File: src/rtl/rf_wb_arbiter.sv
// Register-file write-port arbiter: core writeback has priority, multiply/divide
// results wait in an in-order buffer with write-after-write kill and a starvation guard.
module rf_wb_arbiter #(
  parameter int DEPTH      = 2,
  parameter int STARVE_MAX = 4
) (
  input  logic        clk,
  input  logic        rst,
  input  logic        core_we,
  input  logic        core_jal,
  input  logic [4:0]  core_dst,
  input  logic [31:0] core_res,
  input  logic [31:0] core_link,
  output logic        core_stall,
  input  logic        mu_valid,
  output logic        mu_ready,
  input  logic [4:0]  mu_dst,
  input  logic [31:0] mu_res,
  output logic [31:0] pend_mask,
  output logic        rf_we,
  output logic [4:0]  rf_wn,
  output logic [31:0] rf_wd,
  output logic        dbg_state_o,
  output logic [3:0]  dbg_age_o
);

  localparam int PW = (DEPTH > 1) ? $clog2(DEPTH) : 1;
  localparam int CW = $clog2(DEPTH + 1);

  typedef enum logic {NORM = 1'b0, FORCE = 1'b1} state_t;

  state_t            state_q, state_d;
  logic [3:0]        age_q, age_d;
  logic [PW-1:0]     rd_ptr_q, rd_ptr_d;
  logic [PW-1:0]     wr_ptr_q, wr_ptr_d;
  logic [CW-1:0]     count_q, count_d;
  logic [DEPTH-1:0]  valid_q, valid_d;
  logic [4:0]        dst_q  [DEPTH];
  logic [4:0]        dst_d  [DEPTH];
  logic [31:0]       data_q [DEPTH];
  logic [31:0]       data_d [DEPTH];
  logic [31:0]       pend_q, pend_d;

  logic        empty, full, ce, enq, deq;
  logic [4:0]  cdst;
  logic [31:0] cdata;

  // Handshake: a unit result transfers on a cycle where mu_valid and mu_ready are
  // both high; mu_ready depends only on the registered count, never on mu_valid.
  always_comb begin
    empty      = (count_q == '0);
    full       = (count_q == CW'(DEPTH));
    mu_ready   = ~full & ~rst;
    core_stall = (state_q == FORCE) & ~rst;
    ce         = core_we & ~core_stall & ~rst;
    cdst       = core_jal ? 5'd31 : core_dst;
    cdata      = core_jal ? core_link : core_res;
    enq        = mu_valid & mu_ready;
    // FORCE implies ce=0, so one condition covers both drain cases.
    deq        = ~empty & ~ce & ~rst;
  end

  always_comb begin
    rf_we = 1'b0;
    rf_wn = 5'd0;
    rf_wd = 32'd0;
    if (ce) begin
      rf_we = (cdst != 5'd0);
      rf_wn = cdst;
      rf_wd = cdata;
    end else if (deq) begin
      rf_we = valid_q[rd_ptr_q];
      rf_wn = dst_q[rd_ptr_q];
      rf_wd = data_q[rd_ptr_q];
    end
  end

  always_comb begin
    valid_d  = valid_q;
    dst_d    = dst_q;
    data_d   = data_q;
    rd_ptr_d = rd_ptr_q;
    wr_ptr_d = wr_ptr_q;
    count_d  = count_q;
    pend_d   = 32'd0;

    // A younger core write to the same register makes buffered results obsolete.
    if (ce) begin
      for (int i = 0; i < DEPTH; i++) begin
        if (dst_q[i] == cdst) valid_d[i] = 1'b0;
      end
    end
    if (deq) begin
      valid_d[rd_ptr_q] = 1'b0;
      rd_ptr_d          = rd_ptr_q + PW'(1);
    end
    if (enq) begin
      valid_d[wr_ptr_q] = (mu_dst != 5'd0) & ~(ce & (mu_dst == cdst));
      dst_d[wr_ptr_q]   = mu_dst;
      data_d[wr_ptr_q]  = mu_res;
      wr_ptr_d          = wr_ptr_q + PW'(1);
    end
    case ({enq, deq})
      2'b10:   count_d = count_q + CW'(1);
      2'b01:   count_d = count_q - CW'(1);
      default: count_d = count_q;
    endcase

    // Freed slots have their valid bit cleared, so only live entries contribute.
    for (int i = 0; i < DEPTH; i++) begin
      if (valid_d[i]) pend_d[dst_d[i]] = 1'b1;
    end
  end

  always_comb begin
    state_d = NORM;
    age_d   = 4'd0;
    if (state_q == NORM && !empty && ce) begin
      if (age_q + 4'd1 == 4'(STARVE_MAX)) state_d = FORCE;
      else                                 age_d   = age_q + 4'd1;
    end
  end

  always_ff @(posedge clk) begin
    if (rst) begin
      state_q  <= NORM;
      age_q    <= 4'd0;
      rd_ptr_q <= '0;
      wr_ptr_q <= '0;
      count_q  <= '0;
      valid_q  <= '0;
      pend_q   <= 32'd0;
      for (int i = 0; i < DEPTH; i++) begin
        dst_q[i]  <= 5'd0;
        data_q[i] <= 32'd0;
      end
    end else begin
      state_q  <= state_d;
      age_q    <= age_d;
      rd_ptr_q <= rd_ptr_d;
      wr_ptr_q <= wr_ptr_d;
      count_q  <= count_d;
      valid_q  <= valid_d;
      pend_q   <= pend_d;
      for (int i = 0; i < DEPTH; i++) begin
        dst_q[i]  <= dst_d[i];
        data_q[i] <= data_d[i];
      end
    end
  end

  assign pend_mask   = pend_q;
  assign dbg_state_o = state_q;
  assign dbg_age_o   = age_q;

endmodule

File: config.mk
export PLATFORM = sky130hd
export DESIGN_NAME = rf_wb_arbiter
export DESIGN_NICKNAME = d
export VERILOG_FILES = /design/src/rtl/rf_wb_arbiter.sv
export SDC_FILE = /design/constraint.sdc
export NUM_CORES = 1
export LEC_CHECK = 0
export CORE_ASPECT_RATIO = 0.8
export CORE_MARGIN = 2
export CORE_UTILIZATION = 40
export DETAILED_ROUTE_END_ITERATION = 7
export HOLD_SLACK_MARGIN = 0.03
export PLACE_DENSITY = 0.72
export SLEW_MARGIN = 30
export SYNTH_ARGS = -nofsm -noshare
export SYNTH_HDL_FRONTEND = slang
export SYNTH_SLANG_ARGS = --single-unit
File: constraint.sdc
create_clock -name clk -period 6.15 [get_ports clk]
set_input_delay 0.9225 -clock clk [delete_from_list [all_inputs] [get_ports clk]]
set_output_delay 0.9225 -clock clk [all_outputs]
set_load 0.01 [all_outputs]
; Word-level counts from Yosys, hierarchy flattened
; Cells that the tools add are included.
; W data, S select, Z words.
[op_classes]
n_lt_le_gt_ge = 11
bitwise = 22
eq_ne = 7
add_sub_neg = 5
n_reduce_logical = 14
muxes = 41
[ops]
columns = op, count
row1 = $mux W32, 9
row2 = $bwmux W64, 1
row3 = $mux W5, 7
row4 = $demux W32 S1, 1
row5 = $or A32 B32 Y32, 1
row6 = $eq A5 B5 Y1, 3
row7 = $lt A5 B6 Y1 const B, 2
row8 = $mux W1, 11
row9 = $bwmux W10, 1
row10 = $demux W1 S5, 2
row11 = $ge A5 B1 Y1 const B, 2
row12 = $mux W10, 1
row13 = $reduce_bool A5 Y1, 2
row14 = $and A1 B1 Y1, 9
row15 = $not A1 Y1, 8
row16 = $logic_and A1 B1 Y1, 7
row17 = $mux W2, 3
row18 = $demux W5 S1, 1
row19 = $add A4 B1 Y4 const B, 1
row20 = $eq A2 B2 Y1 const B, 2
row21 = $eq A4 B3 Y1 const B, 1
row22 = $ge A2 B2 Y1 const B, 2
row23 = $lt A1 B2 Y1 const B, 2
row24 = $not A1 Y2, 2
row25 = 16 further kinds, 19
[totals]
reg_bits = 117
elab_cells = 111
in_bits = 111
output_inout_bits = 77

; Depth between registers and ports, before layout
[depth]
depth_word = 14
depth_mapped = 9

; Worst setup path before layout
; No wires, ideal clock.
[synth_timing]
path_kind = in2out
startpoint = in rst
endpoint = out rf_wd[0]
arrival_ns = 2.127
t_required_ns = 5.227
setup_slack_ns = 3.100
stages = 6
cell_sequence = buf_1 > inv_1 > nand2_1 > clkbuf_1 > buf_1 > o22ai_1
[synth_via]
elab_chain_cells = 10
[synth_rtl]
columns = item, line_no
row1 = "start, declared", 8  ; input logic rst,
row2 = $not A1 Y1 *, "54, 55, 60"
row3 = $and A1 B1 Y1, 54  ; core_stall = (state_q == FORCE) & ~rst;
row4 = $not A1 Y1, 55  ; ce = core_we & ~core_stall & ~rst;
row5 = $and A1 B1 Y1 (2 in a row), 55
row6 = $not A1 Y1, 60  ; deq = ~empty & ~ce & ~rst;
row7 = $and A1 B1 Y1 (2 in a row), 60
row8 = $mux W32, 71  ; end else if (deq) begin
row9 = $mux W32 *, 67  ; if (ce) begin
row10 = "end, declared", 22  ; output logic [31:0] rf_wd,
; Every way passes the cells marked *; elsewhere a longest branch is shown, timed or not.

; Worst setup path after layout
[layout_timing]
startpoint = in core_we
endpoint = out rf_wd[31]
[layout_via]
elab_chain_cells = 7
[layout_rtl]
columns = item, line_no
row1 = "start, declared", 9  ; input logic core_we,
row2 = $and A1 B1 Y1 * (2 in a row), 55
row3 = $not A1 Y1, 60
row4 = $and A1 B1 Y1 (2 in a row), 60
row5 = $mux W32, 71
row6 = $mux W32 *, 67
; Marked as above.

==> flow_summary.json <==
{
  "synth_flop_cell": "sky130_fd_sc_hd__dfxtp_1",
  "cts_root_buffer": "sky130_fd_sc_hd__clkbuf_16",
  "grt_overflow": 0,
  "post-synth-top-count-cell": "sky130_fd_sc_hd__nand2_1",
  "post-route-cell-area_um2": 8420,
  "numCtsBuffers": 17,
  "worst_r2r_path_depth": 5,
  "cp_data_arrival_time_ns": 3.03,
  "ys_top_cells_by_area": "sky130_fd_sc_hd__dfxtp_1 (39%), sky130_fd_sc_hd__mux2i_1 (13%), sky130_fd_sc_hd__nand2_1 (11%), sky130_fd_sc_hd__a21oi_1 (6.6%), sky130_fd_sc_hd__o32ai_1 (4.7%)",
  "start_util_pct": 41.3,
  "maxCapViolations": 0,
  "synth-seq-cells": 117,
  "io_buffer_count": 187,
  "stdcell_count": 1059,
  "rows": 39,
  "place.detailed.instances": 1027,
  "async_flop_share_pct": 0,
  "cts_repair_resize_count": 0,
  "slew_headroom_pct": 32.5,
  "startpoint_type": "primary input",
  "drt-vias-per-instance": 5.36,
  "post_drt_wl_per_cell_um": 17.0,
  "yosysTopAreaCell": "sky130_fd_sc_hd__dfxtp_1",
  "timing.final.crit_share_pct": 64.2,
  "firstDrtPassIters": 5,
  "synthesis.area_per_instance_um2": 8.38,
  "placed_cell_area_um2": 7810,
  "drcViolationCount": 0,
  "gp_congestion": 0.858,
  "synth_nets": 822,
  "crit_path_end_kind": "primary output",
  "count_of_final_max_slew_check_failures": 0,
  "num-nets-final": 975,
  "ys.warnings.count": 0,
  "worstSetupPathType": "in2out",
  "synth_seq_area_share_pct": 39.4,
  "global_route_wire_length_before_repair_um": 28900,
  "setup_viol": 0,
  "drc_violation_total_after_the_first_tritonroute_iteration": 452,
  "grt_setup_unrepaired": "no",
  "finalCriticalPeriod_ns": 3.95,
  "routed_wl_um": 18000,
  "worst-slew-pin-transition_ns": 1.00,
  "timing.final.hold_violations": 0,
  "peakVddDrop_mv": 0.192,
  "power_leakage_uw": 0.00286,
  "cts.reportedPaths.clkPinSlew_ns": 0.06,
  "fmaxAchievable_ghz": 0.253,
  "p_per_area_nw_per_um2": 252,
  "tritoncts_num_sinks": 117,
  "finalClockSkew_ns": 0.0120,
  "final.setup.tns_ns": 0,
  "clock_latency_ns": 0.42,
  "netlist_top_cells_count": "sky130_fd_sc_hd__nand2_1 (174), sky130_fd_sc_hd__dfxtp_1 (117), sky130_fd_sc_hd__a21oi_1 (78), sky130_fd_sc_hd__mux2i_1 (78), sky130_fd_sc_hd__clkbuf_1 (39)",
  "post_synth_inst_count": 709,
  "drtAntennaViolNets": 0,
  "core_area_um2": 14400,
  "chip_height_um": 113,
  "cts_post_setup_buffers_inserted": 0,
  "tritoncts": "built",
  "synth_edf_count": 0,
  "synth.lib_cells_used.distinct": 53,
  "io_pins": 188,
  "hpwl_after_detailed_placement_um": 12500,
  "post_route_cells_drive_above_1_share_pct": 7.32,
  "die-area_um2": 15900,
  "antenna_found_initial": 1,
  "grt_start_max_net_pins": 51,
  "synth.cell_area_um2": 5940,
  "worst_hold_path_type": "reg2reg",
  "hold_path_depth": 2,
  "ctsLongestPathBuffers": 2,
  "die_w_um": 140,
  "vias": 5678,
  "synthToLayoutAreaGrowth_pct": 41.6,
  "outcome": "completed",
  "clock_tree.htree_level_count": 4,
  "synth_largest_type_area_fraction_pct": 39.4,
  "cts.hold.buffers_added": 0,
  "globalRouteTotalUtil_pct": 23.0,
  "cp.required_ns": 5.23,
  "cp_max_fo": 39,
  "grt_pass1_vias": 5427
}
## kinds of logic after synthesis
kind of cell	synth area share, %
flops	39.4
xor+xnor	1.47
simple gates	17.6
mux	14.1
fa+ha+maj	0.421
compound gates	21.6
buf+inv	5.47
## layout make-up
cell class | instances | area, um^2
fill | 1306 | 5980
multi-input combinational | 522 | 3300
sequential | 117 | 2340
timing repair buffer | 193 | 1910
clock buffer | 22 | 494
tap | 184 | 230
clock inverter | 9 | 100
inverter | 11 | 41.3
antenna | 1 | 2.50
## layout by cell type (no fill, tap or decap), drive strengths merged, types with 6 or more instances in the layout
master / n
buf: 8
xnor2: 7
nand2b: 10
dfxtp: 117
nor2: 30
a21oi: 78
o22ai: 37
inv: 11
nand2: 174
clkdlybuf4s50: 185
clkbuf: 22
mux2i: 78
a22oi: 6
o32ai: 32
## power by group
group          leakage (uW)  switching, uW  internal (uW)
logic               0.00162            171            167
registers          0.000949           17.5            784
clock network      0.000294            340            643
total               0.00286            529           1590
## per-stage QoR
stage,utilization (%),hold slack (ns),power (uW),worst slack (ns)
after floorplan,-,0.436,1010,3.10
after global placement,54.3,0.442,1150,2.22
after detailed placement,54.3,0.446,1150,2.21
after CTS,58.4,0.453,2140,2.20
after global routing,58.5,0.469,2200,2.05
final,58.5,0.452,2120,2.20
## state kept, by name, summed over array words and instances (netlist names)
register	flops
rd_ptr_q	1
data_q	64
valid_q	2
count_q	2
wr_ptr_q	1
dst_q	10
dbg_state_o	1
pend_mask	32
dbg_age_o	4
## path summary, 6_finish.rpt
path / start / to / slack (ns)
max: core_we / rf_wd[31] / 2.20
min: data_q[20] / data_q[20] / 0.45
max reg2reg: count_q[0] / pend_mask[0] / 3.34
min reg2reg: data_q[20] / data_q[20] / 0.45
## worst max-delay path, cell delays in order
cell	delay, ns
sky130_fd_sc_hd__clkdlybuf4s50_1	0.45
sky130_fd_sc_hd__nor2b_1	0.16
sky130_fd_sc_hd__nor2_1	0.29
sky130_fd_sc_hd__nand2_1	0.09
sky130_fd_sc_hd__buf_4	0.26
sky130_fd_sc_hd__o22ai_1	0.24
sky130_fd_sc_hd__clkdlybuf4s50_1	0.58
## metal layers
layer | wire length, um | global-route usage (%) | vias up
li1 | - | - | 2826
met1 | 8120 | 30.4 | 2655
met5 | 0 | 0 | -
met2 | 8460 | 37.5 | 174
met3 | 1110 | 5.12 | 23
met4 | 315 | 7.47 | 0
Note: power is estimated with default switching activity, not from simulation.
